$ cat src/rtl/excp_redirect_ctrl_pkg.sv
// Shared definitions for the exception/interrupt commit controller.
package excp_redirect_ctrl_pkg;

   localparam logic [31:0] EX_ENTRY_DEF = 32'hbfc00380;
   localparam int unsigned EXCODE_W_DEF = 5;
   localparam int unsigned INT_W_DEF    = 8;
   localparam int unsigned CNT_W_DEF    = 16;

   localparam logic [EXCODE_W_DEF-1:0] EXCODE_INT  = 5'h00;
   localparam logic [EXCODE_W_DEF-1:0] EXCODE_ADEL = 5'h04;
   localparam logic [EXCODE_W_DEF-1:0] EXCODE_ADES = 5'h05;
   localparam logic [EXCODE_W_DEF-1:0] EXCODE_SYS  = 5'h08;

   // CP0-to-controller bus: int_pending, status.IE, status.EXL, EPC
   localparam int unsigned CP0_BUS_W = INT_W_DEF + 2 + 32;

   typedef enum logic [1:0] {
      ST_IDLE  = 2'd0,
      ST_FLUSH = 2'd1,
      ST_WAIT  = 2'd2
   } state_e;

endpackage

$ cat src/rtl/excp_redirect_ctrl_if.sv
// WB/CP0/fetch signal bundle seen by the commit controller.
interface excp_redirect_ctrl_if
   import excp_redirect_ctrl_pkg::*;
#(
   parameter int unsigned EXCODE_W = EXCODE_W_DEF,
   parameter int unsigned INT_W    = INT_W_DEF
);
   logic                ws_valid;
   logic                ws_ex;
   logic [EXCODE_W-1:0] ws_excode;
   logic                ws_eret;
   logic [31:0]         ws_pc;
   logic [INT_W-1:0]    int_pending;
   logic                status_ie;
   logic                status_exl;
   logic [31:0]         cp0_epc;
   logic                ex_commit;
   logic [EXCODE_W-1:0] ex_code;
   logic                eret_commit;
   logic                ws_cancel;
   logic                ws_block;
   logic                flush;
   logic                redirect_valid;
   logic [31:0]         redirect_pc;
   logic                redirect_ready;

   // Controller side
   modport master (
      input  ws_valid, ws_ex, ws_excode, ws_eret, ws_pc,
      input  int_pending, status_ie, status_exl, cp0_epc, redirect_ready,
      output ex_commit, ex_code, eret_commit, ws_cancel, ws_block,
      output flush, redirect_valid, redirect_pc
   );

   // Pipeline / CP0 / fetch side
   modport slave (
      output ws_valid, ws_ex, ws_excode, ws_eret, ws_pc,
      output int_pending, status_ie, status_exl, cp0_epc, redirect_ready,
      input  ex_commit, ex_code, eret_commit, ws_cancel, ws_block,
      input  flush, redirect_valid, redirect_pc
   );
endinterface

$ cat src/rtl/excp_redirect_ctrl_sat_counter.sv
// Saturating up-counter for taken exceptions/interrupts.
module sat_counter #(
   parameter int unsigned WIDTH = 16
) (
   input  logic             clk,
   input  logic             resetn,
   input  logic             inc,
   output logic [WIDTH-1:0] count
);
   logic [WIDTH-1:0] count_q;

   // Count up on each increment, sticking at all-ones
   always_ff @(posedge clk or negedge resetn) begin
      if (!resetn)
         count_q <= '0;
      else if (inc && (count_q != '1))
         count_q <= count_q + 1'b1;
   end

   assign count = count_q;
endmodule

$ cat src/rtl/excp_redirect_ctrl.sv
// Exception/interrupt/ERET commit controller: decides commit kind for the
// WB instruction, sequences a one-cycle flush and holds a redirect to fetch.
module excp_redirect_ctrl
   import excp_redirect_ctrl_pkg::*;
#(
   parameter logic [31:0] EX_ENTRY = EX_ENTRY_DEF,
   parameter int unsigned CNT_W    = CNT_W_DEF
) (
   input  logic                 clk,
   input  logic                 resetn,
   excp_redirect_ctrl_if.master bus,
   output logic [CNT_W-1:0]     ex_count
);
   state_e      state_q, state_d;
   logic [31:0] pc_q, pc_d;
   logic        int_take;
   logic        req;
   logic        take_ex;
   logic        unused_ws_pc;

   // WB PC is only of interest to statistics outside this block
   assign unused_ws_pc = ^bus.ws_pc;

   // Request decode; gated by resetn so combinational outputs are quiet in reset
   always_comb begin
      int_take = bus.status_ie & ~bus.status_exl & (|bus.int_pending);
      req      = resetn & (state_q == ST_IDLE) & bus.ws_valid
                 & (int_take | bus.ws_ex | bus.ws_eret);
      take_ex  = req & (int_take | bus.ws_ex);
   end

   // State and redirect target registers
   always_ff @(posedge clk or negedge resetn) begin
      if (!resetn) begin
         state_q <= ST_IDLE;
         pc_q    <= '0;
      end else begin
         state_q <= state_d;
         pc_q    <= pc_d;
      end
   end

   // Next state, target capture and commit outputs
   always_comb begin
      state_d            = state_q;
      pc_d               = pc_q;
      bus.ex_commit      = take_ex;
      bus.eret_commit    = req & ~take_ex;
      bus.ws_cancel      = take_ex;
      bus.ex_code        = '0;
      bus.ws_block       = (state_q != ST_IDLE);
      bus.flush          = (state_q == ST_FLUSH);
      bus.redirect_valid = (state_q != ST_IDLE);
      bus.redirect_pc    = pc_q;

      if (take_ex && !int_take)
         bus.ex_code = bus.ws_excode;

      unique case (state_q)
         ST_IDLE: begin
            if (req) begin
               state_d = ST_FLUSH;
               pc_d    = take_ex ? EX_ENTRY : bus.cp0_epc;
            end
         end
         ST_FLUSH: state_d = bus.redirect_ready ? ST_IDLE : ST_WAIT;
         ST_WAIT:  if (bus.redirect_ready) state_d = ST_IDLE;
         default:  state_d = ST_IDLE;
      endcase
   end

   sat_counter #(.WIDTH(CNT_W)) u_ex_cnt (
      .clk    (clk),
      .resetn (resetn),
      .inc    (take_ex),
      .count  (ex_count)
   );
endmodule

$ cat src/flat_wrapper.sv
// flat-port wrapper written by rule: the top's interface ports become plain ports
module excp_redirect_ctrl_flat import excp_redirect_ctrl_pkg::*;
#(
   parameter logic [31:0] EX_ENTRY = EX_ENTRY_DEF,
   parameter int unsigned CNT_W    = CNT_W_DEF
)
  (clk, resetn, ex_count, bus_ws_valid, bus_ws_ex, bus_ws_excode, bus_ws_eret, bus_ws_pc, bus_int_pending, bus_status_ie, bus_status_exl, bus_cp0_epc, bus_redirect_ready, bus_ex_commit, bus_ex_code, bus_eret_commit, bus_ws_cancel, bus_ws_block, bus_flush, bus_redirect_valid, bus_redirect_pc);
  excp_redirect_ctrl_if #(.EXCODE_W(5), .INT_W(8)) bus_i ();
  input  logic clk;
  input  logic resetn;
  output logic [CNT_W-1:0] ex_count;
  input wire logic [$bits(bus_i.ws_valid)-1:0] bus_ws_valid;
  input wire logic [$bits(bus_i.ws_ex)-1:0] bus_ws_ex;
  input wire logic [$bits(bus_i.ws_excode)-1:0] bus_ws_excode;
  input wire logic [$bits(bus_i.ws_eret)-1:0] bus_ws_eret;
  input wire logic [$bits(bus_i.ws_pc)-1:0] bus_ws_pc;
  input wire logic [$bits(bus_i.int_pending)-1:0] bus_int_pending;
  input wire logic [$bits(bus_i.status_ie)-1:0] bus_status_ie;
  input wire logic [$bits(bus_i.status_exl)-1:0] bus_status_exl;
  input wire logic [$bits(bus_i.cp0_epc)-1:0] bus_cp0_epc;
  input wire logic [$bits(bus_i.redirect_ready)-1:0] bus_redirect_ready;
  output wire logic [$bits(bus_i.ex_commit)-1:0] bus_ex_commit;
  output wire logic [$bits(bus_i.ex_code)-1:0] bus_ex_code;
  output wire logic [$bits(bus_i.eret_commit)-1:0] bus_eret_commit;
  output wire logic [$bits(bus_i.ws_cancel)-1:0] bus_ws_cancel;
  output wire logic [$bits(bus_i.ws_block)-1:0] bus_ws_block;
  output wire logic [$bits(bus_i.flush)-1:0] bus_flush;
  output wire logic [$bits(bus_i.redirect_valid)-1:0] bus_redirect_valid;
  output wire logic [$bits(bus_i.redirect_pc)-1:0] bus_redirect_pc;
  assign bus_i.ws_valid = bus_ws_valid;
  assign bus_i.ws_ex = bus_ws_ex;
  assign bus_i.ws_excode = bus_ws_excode;
  assign bus_i.ws_eret = bus_ws_eret;
  assign bus_i.ws_pc = bus_ws_pc;
  assign bus_i.int_pending = bus_int_pending;
  assign bus_i.status_ie = bus_status_ie;
  assign bus_i.status_exl = bus_status_exl;
  assign bus_i.cp0_epc = bus_cp0_epc;
  assign bus_i.redirect_ready = bus_redirect_ready;
  assign bus_ex_commit = bus_i.ex_commit;
  assign bus_ex_code = bus_i.ex_code;
  assign bus_eret_commit = bus_i.eret_commit;
  assign bus_ws_cancel = bus_i.ws_cancel;
  assign bus_ws_block = bus_i.ws_block;
  assign bus_flush = bus_i.flush;
  assign bus_redirect_valid = bus_i.redirect_valid;
  assign bus_redirect_pc = bus_i.redirect_pc;
  excp_redirect_ctrl #(.EX_ENTRY(EX_ENTRY), .CNT_W(CNT_W)) u_core (.clk(clk), .resetn(resetn), .bus(bus_i), .ex_count(ex_count));
endmodule
$ cat config.mk
export PLATFORM = sky130hd
export DESIGN_NAME = excp_redirect_ctrl_flat
export DESIGN_NICKNAME = d
export VERILOG_FILES = /design/src/rtl/excp_redirect_ctrl_pkg.sv /design/src/rtl/excp_redirect_ctrl_if.sv /design/src/rtl/excp_redirect_ctrl_sat_counter.sv /design/src/rtl/excp_redirect_ctrl.sv /design/src/flat_wrapper.sv
export SDC_FILE = /design/constraint.sdc
export NUM_CORES = 1
export LEC_CHECK = 0
export ABC_AREA = 1
export ABC_CLOCK_PERIOD_IN_PS = 2220
export CELL_PAD_IN_SITES_DETAIL_PLACEMENT = 0
export CELL_PAD_IN_SITES_GLOBAL_PLACEMENT = 1
export CORE_ASPECT_RATIO = 0.5
export CORE_MARGIN = 10
export CORE_UTILIZATION = 26
export DETAILED_ROUTE_END_ITERATION = 10
export PLACE_DENSITY = 0.84
export SYNTH_ARGS = -nofsm -noshare
export SYNTH_HDL_FRONTEND = slang
export SYNTH_SLANG_ARGS = --single-unit
$ cat constraint.sdc
create_clock -name clk -period 2.22 [get_ports clk]
set_input_delay 0.222 -clock clk [delete_from_list [all_inputs] [get_ports clk]]
set_output_delay 0.222 -clock clk [all_outputs]
set_load 0.02 [all_outputs]
==> impl_results.md, run 1 <==
- CP startpoint: u_core.state_q[1]$_DFFE_PN0P_
- ANT cells: 0
- Internal Power: 1750 µW
- Commonest non-fill, non-tap cells in the layout: nand2_1 (134), clkdlybuf4s50_1 (102), dfrtp_1 (50), nor2_1 (38), inv_1 (31)
- Max Slew Vio Count: 0
- Total power: 2520 µW
- Vias per cell: 4.12
- Worst path most repeated cell: nor2_1
- CP max FO: 5
- Final min period: 1.97 ns
- Setup_tns: 0 ns
- Worst-Margin Slew: around 0.67 ns
- FP Rows: 25
- Clock Sinks: 50
- Via count: 2388
- GR Overflow Total: 0
- Routed wire length per instance: roughly 14 µm
- Worst vdd ir: between 0.2 and 0.3 mV
- Final GP Congestion: between 0.7 and 0.8
- Hold crit path type: primary input to asynchronous set/reset pin
- Sequential area share after synthesis: 49.6%
- CTS HTree Levels: 2
- Nets: 530
- Combinational share of power: 26.3%
- Syn Inst Count: 331
- Top-level I/O count: 144
- DP HPWL: a little under 6000 µm
- Die width: 159 µm
- Power Density: 642 nW/µm²
- Largest net degree at the start of global routing: 51
- Multi-input combinational cell area: 1070 µm²
- RSZ-0062 raised after global routing: false
- Yosys reg bits: 50
- Leak Pwr: 0.00195 µW
- Syn Area/Cell: 7.63 µm²
- PortBufs: 111
- CTS tree: yes
- Worst endpoint required time: 2.00 ns
- Skew final: between 0.007 and 0.008 ns
- Crit-path max cell delay: 0.39 ns
- First-pass GRT wire length: 12500 µm
- Total track usage: 10.9%
- CTS Buffer Depth: 2
- P&R area growth vs syn: 55.7%
- Proportion of layout cells with a drive suffix above 1: 6.74%
- Register-to-register setup slack: 0.41 ns
- Post-CTS setup buffers: 0
- CP cell instances: nor2_1 > nand3_1 > a21oi_2 > nand2_1 > nor2_1 > dlygate4sd2_1
- Final hold viol count: 0
- Worst reg2reg startpoint: u_core.u_ex_cnt.count[0]$_DFFE_PN0P_
- Chip height: between 80 and 90 µm
- Initial antenna violation count: 0
- Switching part of the total: 30.8%
- R2R depth: 9
- Core Area: 9450 µm²
- Clk Latency, worst-skew pair: about 0.30 ns
- Max cap viols: 0
- Max_slew headroom: approximately 56%
- Synth warn: 0
- Final setup viols: 0
- NetSw: between 700 and 800 µW
- Die Footprint: 14300 µm²
- Critical Path Source Type: flop
- Setup crit end kind: output pin
- WL final: about 7900 µm
- Slowest library cell on the worst path: dfrtp_1
- DRC: 0
- Placed Cells: 572
- Register area: 1250 µm²
- Clock network fraction of total power: approximately 31%
- FF-to-FF End: u_core.u_ex_cnt.count[9]$_DFFE_PN0P_
- Num CTS Buffers: 5
- Root Buffer: clkbuf_16
- Vias in the first global route: 2376
- Layout fillers: about 960
- Fmax: 508 MHz
- Sequential share of power: approximately 43%
- Most common cell after layout, fill and taps aside: nand2_1
- Critical path class: flop to output pin
- Clk slew on worst S/H paths: 0.07 ns
- Status: complete, no violations
- Post-route ant nets: 0
- Syn Std Cell Area: 2520 µm²
- Post-route insts no fill: between 500 and 600
- DRT Pass-1 Iters: 4
- Initial core utilization: 26.7%
- Hold WS: 0.0718 ns
- Initial DRC count: 149
- Final period utilization: 88.7%
- Arr. time, crit path: 1.75 ns
- Number of distinct library cells after synthesis: 25
- Syn Nets: 417
repair_timing:
item | 4_1_cts | 5_1_grt
hold buffers | 0 | 0
gates resized for setup | 6 | 2
gates cloned | 0 | 0
pin swaps | 0 | 0
setup endpoints to repair | 6 | 2
worst max-delay path by stage:
stage	to	slack (ns)	cells after the start
2_1_floorplan	bus_ex_code[0]	0.44	5
6_report	bus_ex_code[4]	0.25	6
3_3_place_gp	bus_eret_commit	0.04	7
5_1_grt	bus_ex_code[0]	0.12	6
4_1_cts	bus_ws_cancel	0.02	5
3_5_place_dp	bus_ex_code[4]	0.04	8
final cells by class:
type	count	share of cell area [%]
Sequential cell	50	31.8
Timing Repair Buffer	118	29.7
Tap cell	135	4.30
Inverter	34	3.25
Clock inverter	3	0.541
Clock buffer	5	3.18
Multi-Input combinational cell	235	27.2
through the flow:
step,utilization (%),setup WS [ns],cell area (µm²)
after floorplan,-,0.440,2520
after global placement,40.1,0.0408,3790
after detailed placement,40.1,0.0394,3790
after CTS,41.6,0.0184,3930
after global routing,41.6,0.117,3930
final,41.6,0.251,3930
power groups by stage:
stage               clock network [µW]  logic [µW]  registers, µW
finish                             774         663           1090
global route                       856         725           1100
CTS                                827         678           1090
detailed placement                   0         679           1110
global placement                     0         677           1100
floorplan                            0         193           1210
synthesized netlist by cell type:
cell / n / area (µm²)
inv_1: 31 / 116
a21oi_1: 12 / 60.1
nor3_1: 1 / 5.00
nand3_1: 14 / 70.1
nand2_2: 2 / 12.5
xor2_1: 3 / 26.3
nand2_1: 134 / 503
nor2_2: 1 / 6.26
o21ai_0: 3 / 15.0
nor2_1: 38 / 143
buf_2: 8 / 40.0
nand3_4: 1 / 17.5
clkinv_1: 1 / 3.75
dfrtp_1: 50 / 1250
buf_4: 3 / 22.5
o21ai_2: 1 / 8.76
nand3b_1: 3 / 22.5
inv_2: 2 / 7.51
a21oi_2: 1 / 8.76
nand4_1: 13 / 81.3
xnor2_1: 1 / 8.76
buf_8: 1 / 15.0
nor2_4: 4 / 45.0
ha_1: 1 / 12.5
nand2_4: 2 / 22.5
layer usage:
metal	routed length [µm]	part of all wire, %	up-vias	GRT usage [%]
li1	-	-	1248	-
met1	3340	42	1086	11.7
met2	4130	53	49	21.4
met3	316	4.0	5	2.91
met4	69	0.88	0	2.67
met5	0	0	-	0
cells by family (layout without fill, tap and decap cells):
| logic type | count (synthesis) | after routing | synth area share, % |
|---|---|---|---|
| AOI/OAI and AO/OA | 17 | 17 | 3.67 |
| xor gates and xnor gates | 4 | 4 | 1.39 |
| adders and majority gates | 1 | 1 | 0.495 |
| buffers and inverters | 46 | 160 | 8.13 |
| DFF | 50 | 50 | 49.6 |
| and+or+nand+nor | 213 | 213 | 36.8 |
flip-flops by register name, indices dropped and copies added (netlist names):
signal / count
u_core.bus.redirect_pc: 32
u_core.u_ex_cnt.count: 16
u_core.state_q: 2
worst max-delay path: cells and delay by family (launching register included):
kind                   cells  cell delay, ns
AOI/OAI and AO/OA          1            0.15
buffers and inverters      1            0.36
DFF                        1            0.39
and+or+nand+nor            4            0.56
No activity file was read; power rests on OpenSTA's default activity.
==> run 2: changes to the inputs <==
PLACE_DENSITY = 0.91   (was 0.84)
==> run 2 against run 1 <==
Critical path depth did not move; highest routed layer unchanged; clock skew decreased by 0.0021 ns; core utilization is essentially flat; largest power group unchanged; sequential share of layout area hardly changed; sequential power about the same.
==> impl_results.md, run 2 (synthesized netlist as in run 1, its figures left out) <==
- Hold buffer count at cts: 0
- FP Rows: 25
- Max Slew Vio Count: 0
- Initial core utilization: about a quarter
- Largest net degree at the start of global routing: 51
- Grt peak-use layer: met2
- Most common cell after layout, fill and taps aside: nand2_1
- Skew final: 0.00536 ns
- Power Density: 643 nW/µm²
- Met2 Resource Use GR: 20.8%
- R2R depth: 9
- Arr. time, crit path: between 1.5 and 2 ns
- Total power: around 2500 µW
- Critical Path Source Type: flop
- Worst endpoint required time: 2.00 ns
- CTS tree: yes
- Total track usage: 10.8%
- Root Buffer: clkbuf_16
- Final hold viol count: 0
- GR Overflow Total: 0
- Core Area: ~9400 µm²
- Chip height: 89.7 µm
- CP max FO: 5
- Leak Pwr: 0.00195 µW
- ANT cells: 0
- Setup_tns: 0 ns
- Hold crit path type: primary input to asynchronous set/reset pin
- Die Footprint: 14300 µm²
- Vias in the first global route: 2441
- WL final: 7620 µm
- Num CTS Buffers: 5
- Clk slew on worst S/H paths: 0.06 ns
- Placed Cells: around 570
- DRC: 0
- Final GP Congestion: 0.776
- Status: complete, no violations
- Routed wire length per instance: 13.1 µm
- Top-level I/O count: 144
- Register-to-register setup slack: 0.40 ns
- Clk Latency, worst-skew pair: a little under 0.3 ns
- Max_slew headroom: 56.7%
- Post-route insts no fill: 580
- Proportion of layout cells with a drive suffix above 1: ~6.5%
- PortBufs: 111
- DP HPWL: 5910 µm
- Vias per cell: 4.12
- Via count: 2390
- Met3 Resource Use GR: 2.68%
- Post-route ant nets: 0
- Nets: 530
- Final period utilization: approximately 87%
- Initial DRC count: around 110
- Clock Sinks: 50
- Initial antenna violation count: 0
- Max cap viols: 0
- P&R area growth vs syn: 55.7%
- Fmax: 517 MHz
- Util after Layout: a little over two fifths
- CTS Buffer Depth: 2
- Met1 Usage GRT: 11.8%
- Final min period: 1.93 ns
- RSZ-0062 raised after global routing: false
- DRT Pass-1 Iters: 4
- Worst-Margin Slew: 0.649 ns
- Setup crit end kind: output pin
- Worst vdd ir: between 0.2 and 0.3 mV
- First-pass GRT wire length: 12500 µm
- Layout fillers: 985
- FF-to-FF End: u_core.u_ex_cnt.count[11]$_DFFE_PN0P_
- Worst reg2reg startpoint: u_core.u_ex_cnt.count[0]$_DFFE_PN0P_
- Die width: 159 µm
- Max FFs per register: 32
- Critical path class: flop to output pin
- Commonest non-fill, non-tap cells in the layout: nand2_1 (134), clkdlybuf4s50_1 (102), dfrtp_1 (50), nor2_1 (38), inv_1 (31)
- Final setup viols: 0
- CTS HTree Levels: 2
run 2: layout make-up:
cell class	count	area, µm²	area share, %
multi-input cells	235	1070	27.2
clock inverters	1	5.00	0.127
well taps	135	169	4.30
inverters	34	128	3.25
clock buffers	7	143	3.63
repair buffers	118	1170	29.7
flip-flops and latches	50	1250	31.8
run 2: worst max-delay path by stage:
stage	to	slack (ns)	start
final	bus_ex_code[1]	0.29	u_core.state_q[1]$_DFFE_PN0P_
after global routing	bus_ex_code[3]	0.04	u_core.state_q[1]$_DFFE_PN0P_
after CTS	bus_ex_commit	0.02	u_core.state_q[1]$_DFFE_PN0P_
after detailed placement	bus_eret_commit	0.04	bus_int_pending[5]
after global placement	bus_eret_commit	0.02	bus_int_pending[0]
after floorplan	bus_ex_code[0]	0.44	u_core.state_q[1]$_DFFE_PN0P_
run 2: timing repair:
item / 4_1_cts / 5_1_grt
setup buffers: 0 / 0
resized for setup: 6 / 2
cloned: 0 / 0
endpoints found under the setup margin: 6 / 2
endpoints found under the hold margin: 0 / 0
run 2: stage by stage:
stage	cell area, µm²	hold slack [ns]	setup WS, ns
after floorplan	2520	-0.0736	0.440
after global placement	3790	0.424	0.0190
after detailed placement	3790	0.416	0.0423
after CTS	3930	0.105	0.0175
after global routing	3930	0.143	0.0382
final	3930	0.0912	0.287
run 2: per-layer routing:
metal	up-vias	share of wire, %
li1	1243	-
met1	1101	43
met2	40	53
met3	6	3.3
met4	0	1.0
met5	-	0
run 2: critical path, cell delays in order (launching register included):
cell and delay [ns]:
dfrtp_1 0.39, nor2_1 0.16, nand3_1 0.15, a21oi_2 0.15
nand2_1 0.13, nor2_1 0.11, dlygate4sd2_1 0.35
run 2: power breakdown:
part           switching (µW)  leakage (µW)  internal [µW]
clock                     331     0.0000739            448
combinational             338       0.00125            324
sequential               83.3      0.000630           1000
==> run 3: changes to the inputs <==
CORE_ASPECT_RATIO = 0.8   (was 0.5)
SYNTH_HIERARCHICAL = 1   (was not set)
==> run 3 against run 2 <==
Final area is 0.99% lower; hold slack hardly changed; clock-buffer cell count is 1 lower; final cell count is 3.6% lower; register-to-register slack better by 0.06 ns; sequential power is 5% higher; flip-flop and latch count stayed put; clock power is 3.0% higher; global-route usage is 0.29 points lower; clock skew is 0.00080 ns higher; critical path depth stayed put; critical endpoint unchanged; highest routed layer unchanged.
==> impl_results.md, run 3 <==
- Sequential share of power: approximately two fifths
- Skew final: 0.00617 ns
- GR Overflow Total: 0
- Final min period: 1.97 ns
- CTS tree: yes
- CP cell instances: nor2_2 > nand3_1 > a21oi_1 > nand2_1 > nor2_1 > dlygate4sd2_1
- Yosys top cell area share: 49.7%
- Clock network fraction of total power: 29.1%
- Worst vdd ir: 0.331 mV
- PortBufs: between 100 and 150
- Slowest library cell on the worst path: dfrtp_1
- Total track usage: 10.5%
- Power Density: 706 nW/µm²
- Internal Power: roughly 1900 µW
- Post-route ant nets: 0
- Syn Inst Count: 325
- Library cell with the highest instance count after synthesis: nand2_1
- Commonest non-fill, non-tap cells in the layout: nand2_1 (129), clkdlybuf4s50_1 (102), dfrtp_1 (50), nor2_1 (39), inv_1 (36)
- Status: complete, no violations
- Largest area contributor in the netlist: dfrtp_1
- CTS Buffer Depth: 2
- FP Rows: 32
- Die Footprint: 14100 µm²
- Worst reg2reg startpoint: u_core/state_q[0]$_DFFE_PN0P_
- Via count: 2368
- Vias per cell: 4.24
- Routed wire length per instance: between 10 and 15 µm
- Worst endpoint required time: 2.00 ns
- Chip height: around 110 µm
- Number of distinct library cells after synthesis: 21
- Setup ws final: 0.254 ns
- Initial DRC count: 75
- Clk Latency, worst-skew pair: 0.29 ns
- DRT Pass-1 Iters: 4
- Post-synth EDFFs: 0
- P&R area growth vs syn: 54.5%
- Most common cell after layout, fill and taps aside: nand2_1
- Register-to-register setup slack: 0.46 ns
- NetSw: 883 µW
- Final hold viol count: 0
- Clk slew on worst S/H paths: 0.07 ns
- Most used DFF post-synth: dfrtp_1
- Max Slew Vio Count: 0
- CTS HTree Levels: 2
- First-pass GRT wire length: 11900 µm
- Combinational share of power: 29.3%
- Proportion of layout cells with a drive suffix above 1: under 10%
- Switching part of the total: 32.1%
- RSZ-0062 raised after global routing: false
- Initial core utilization: 26.3%
- Largest cells by area after synthesis: dfrtp_1 (50%), nand2_1 (19%), nor2_1 (5.8%)
- Crit-path max cell delay: around 0.40 ns
- Syn Std Cell Area: 2520 µm²
- Max_slew headroom: 57.0%
- Max cap viols: 0
- Worst-Margin Slew: about 0.65 ns
- CP max FO: 5
- Initial antenna violation count: 0
- Arr. time, crit path: 1.74 ns
- Top-level I/O count: around 140
- Final period utilization: 88.6%
- Pre-CTS setup slack: 0.0172 ns
- Leak Pwr: ~0.0019 µW
- FF-to-FF End: u_core/u_ex_cnt/count[7]$_DFFE_PN0P_
- Setup crit end kind: output pin
- Max FFs per register: 32
- Post-CTS setup buffers: 0
- Core Area: 9570 µm²
- Vias in the first global route: approximately 2400
- Root Buffer: clkbuf_16
- Layout fillers: 982
- Nets: 525
- R2R depth: 7
- WL final: 7380 µm
- Hold crit path type: primary input to asynchronous set/reset pin
- Num CTS Buffers: 5
- Clock Sinks: 50
- Final setup viols: 0
- Syn Area/Cell: 7.75 µm²
- Die width: between 100 and 150 µm
- Yosys reg bits: 50
- Synth cell count leaders: nand2_1 (129), dfrtp_1 (50), nor2_1 (39), inv_1 (36), a21oi_1 (13)
- Largest net degree at the start of global routing: between 50 and 60
- Critical Path Source Type: flop
- Syn Nets: 411
- Critical path class: flop to output pin
- Sequential area share after synthesis: around half
- Fmax: a little over 500 MHz
- Final GP Congestion: 0.799
- ANT cells: 0
- DRC: 0
- Async S/R FF share, synth: 100%
- Setup_tns: 0 ns
- DP HPWL: around 5800 µm
- Synth warn: 6
## run 3: layer usage
layer  up-vias  wire length (µm)  global-route usage (%)
met4         0                46                    2.96
met1      1075              3080                    11.6
met5         -                 0                       0
li1       1212                 -                       -
met2        75              3290                    16.4
met3         6               966                    6.70
## run 3: cells by family (layout without fill, tap and decap cells)
logic type	count (synthesis)	in the layout	synth area share [%]
adder cells (fa/ha/maj)	1	1	0.496
AO/OA/AOI/OAI	23	23	5.01
AND/OR/NAND/NOR	197	197	33.3
flip-flops	50	50	49.7
buffers and inverters	48	163	9.43
XOR/XNOR	6	6	2.09
## run 3: worst max-delay path by stage
stage                                       start             end  slack, ns  depth (start not counted)
floorplan           u_core/state_q[0]$_DFFE_PN0P_  bus_ex_code[0]       0.27                          5
global placement                    bus_status_ie  bus_ex_code[1]       0.03                          8
detailed placement                  bus_status_ie  bus_ex_code[1]       0.02                          8
CTS                 u_core/state_q[0]$_DFFE_PN0P_   bus_ws_cancel       0.05                          5
global route        u_core/state_q[0]$_DFFE_PN0P_  bus_ex_code[1]       0.04                          6
finish              u_core/state_q[0]$_DFFE_PN0P_  bus_ex_code[1]       0.25                          6
## run 3: cell type report
cell class / count / area [µm²] / area share, %
flip-flops and latches: 50 / 1250 / 32.1
repair buffers: 117 / 1160 / 29.9
multi-input cells: 227 / 1030 / 26.5
well taps: 119 / 149 / 3.82
inverters: 38 / 143 / 3.66
clock buffers: 6 / 139 / 3.57
clock inverters: 2 / 16.3 / 0.418
## run 3: through the flow
step / cells / cell area [µm²] / utilization, % / power (µW) / hold slack, ns
after floorplan: 325 / 2520 / - / 1540 / -0.0736
after global placement: 551 / 3740 / 39.1 / 1960 / 0.440
after detailed placement: 551 / 3740 / 39.1 / 1980 / 0.449
after CTS: 559 / 3890 / 40.6 / 2790 / 0.137
after global routing: 559 / 3890 / 40.7 / 2920 / 0.151
final: 559 / 3890 / 40.7 / 2750 / 0.0913
## run 3: worst max-delay path, delay by kind of cell (launching register included)
kind	cells	cell delay (ns)
buffers and inverters	1	0.36
AOI/OAI and AO/OA	1	0.18
DFF	1	0.40
and+or+nand+nor	4	0.51
## run 3: repair_timing
item                                    in CTS  in global routing
hold buffers                                 0                  0
endpoints found under the setup margin       5                  3
resized for setup                            5                  3
## run 3: power groups by stage
stage / clock (µW) / sequential [µW] / combinational (µW)
6_report: 801 / 1140 / 804
5_1_grt: 872 / 1170 / 878
4_1_cts: 826 / 1150 / 819
3_5_place_dp: 0 / 1160 / 815
3_3_place_gp: 0 / 1160 / 802
2_1_floorplan: 0 / 1280 / 254
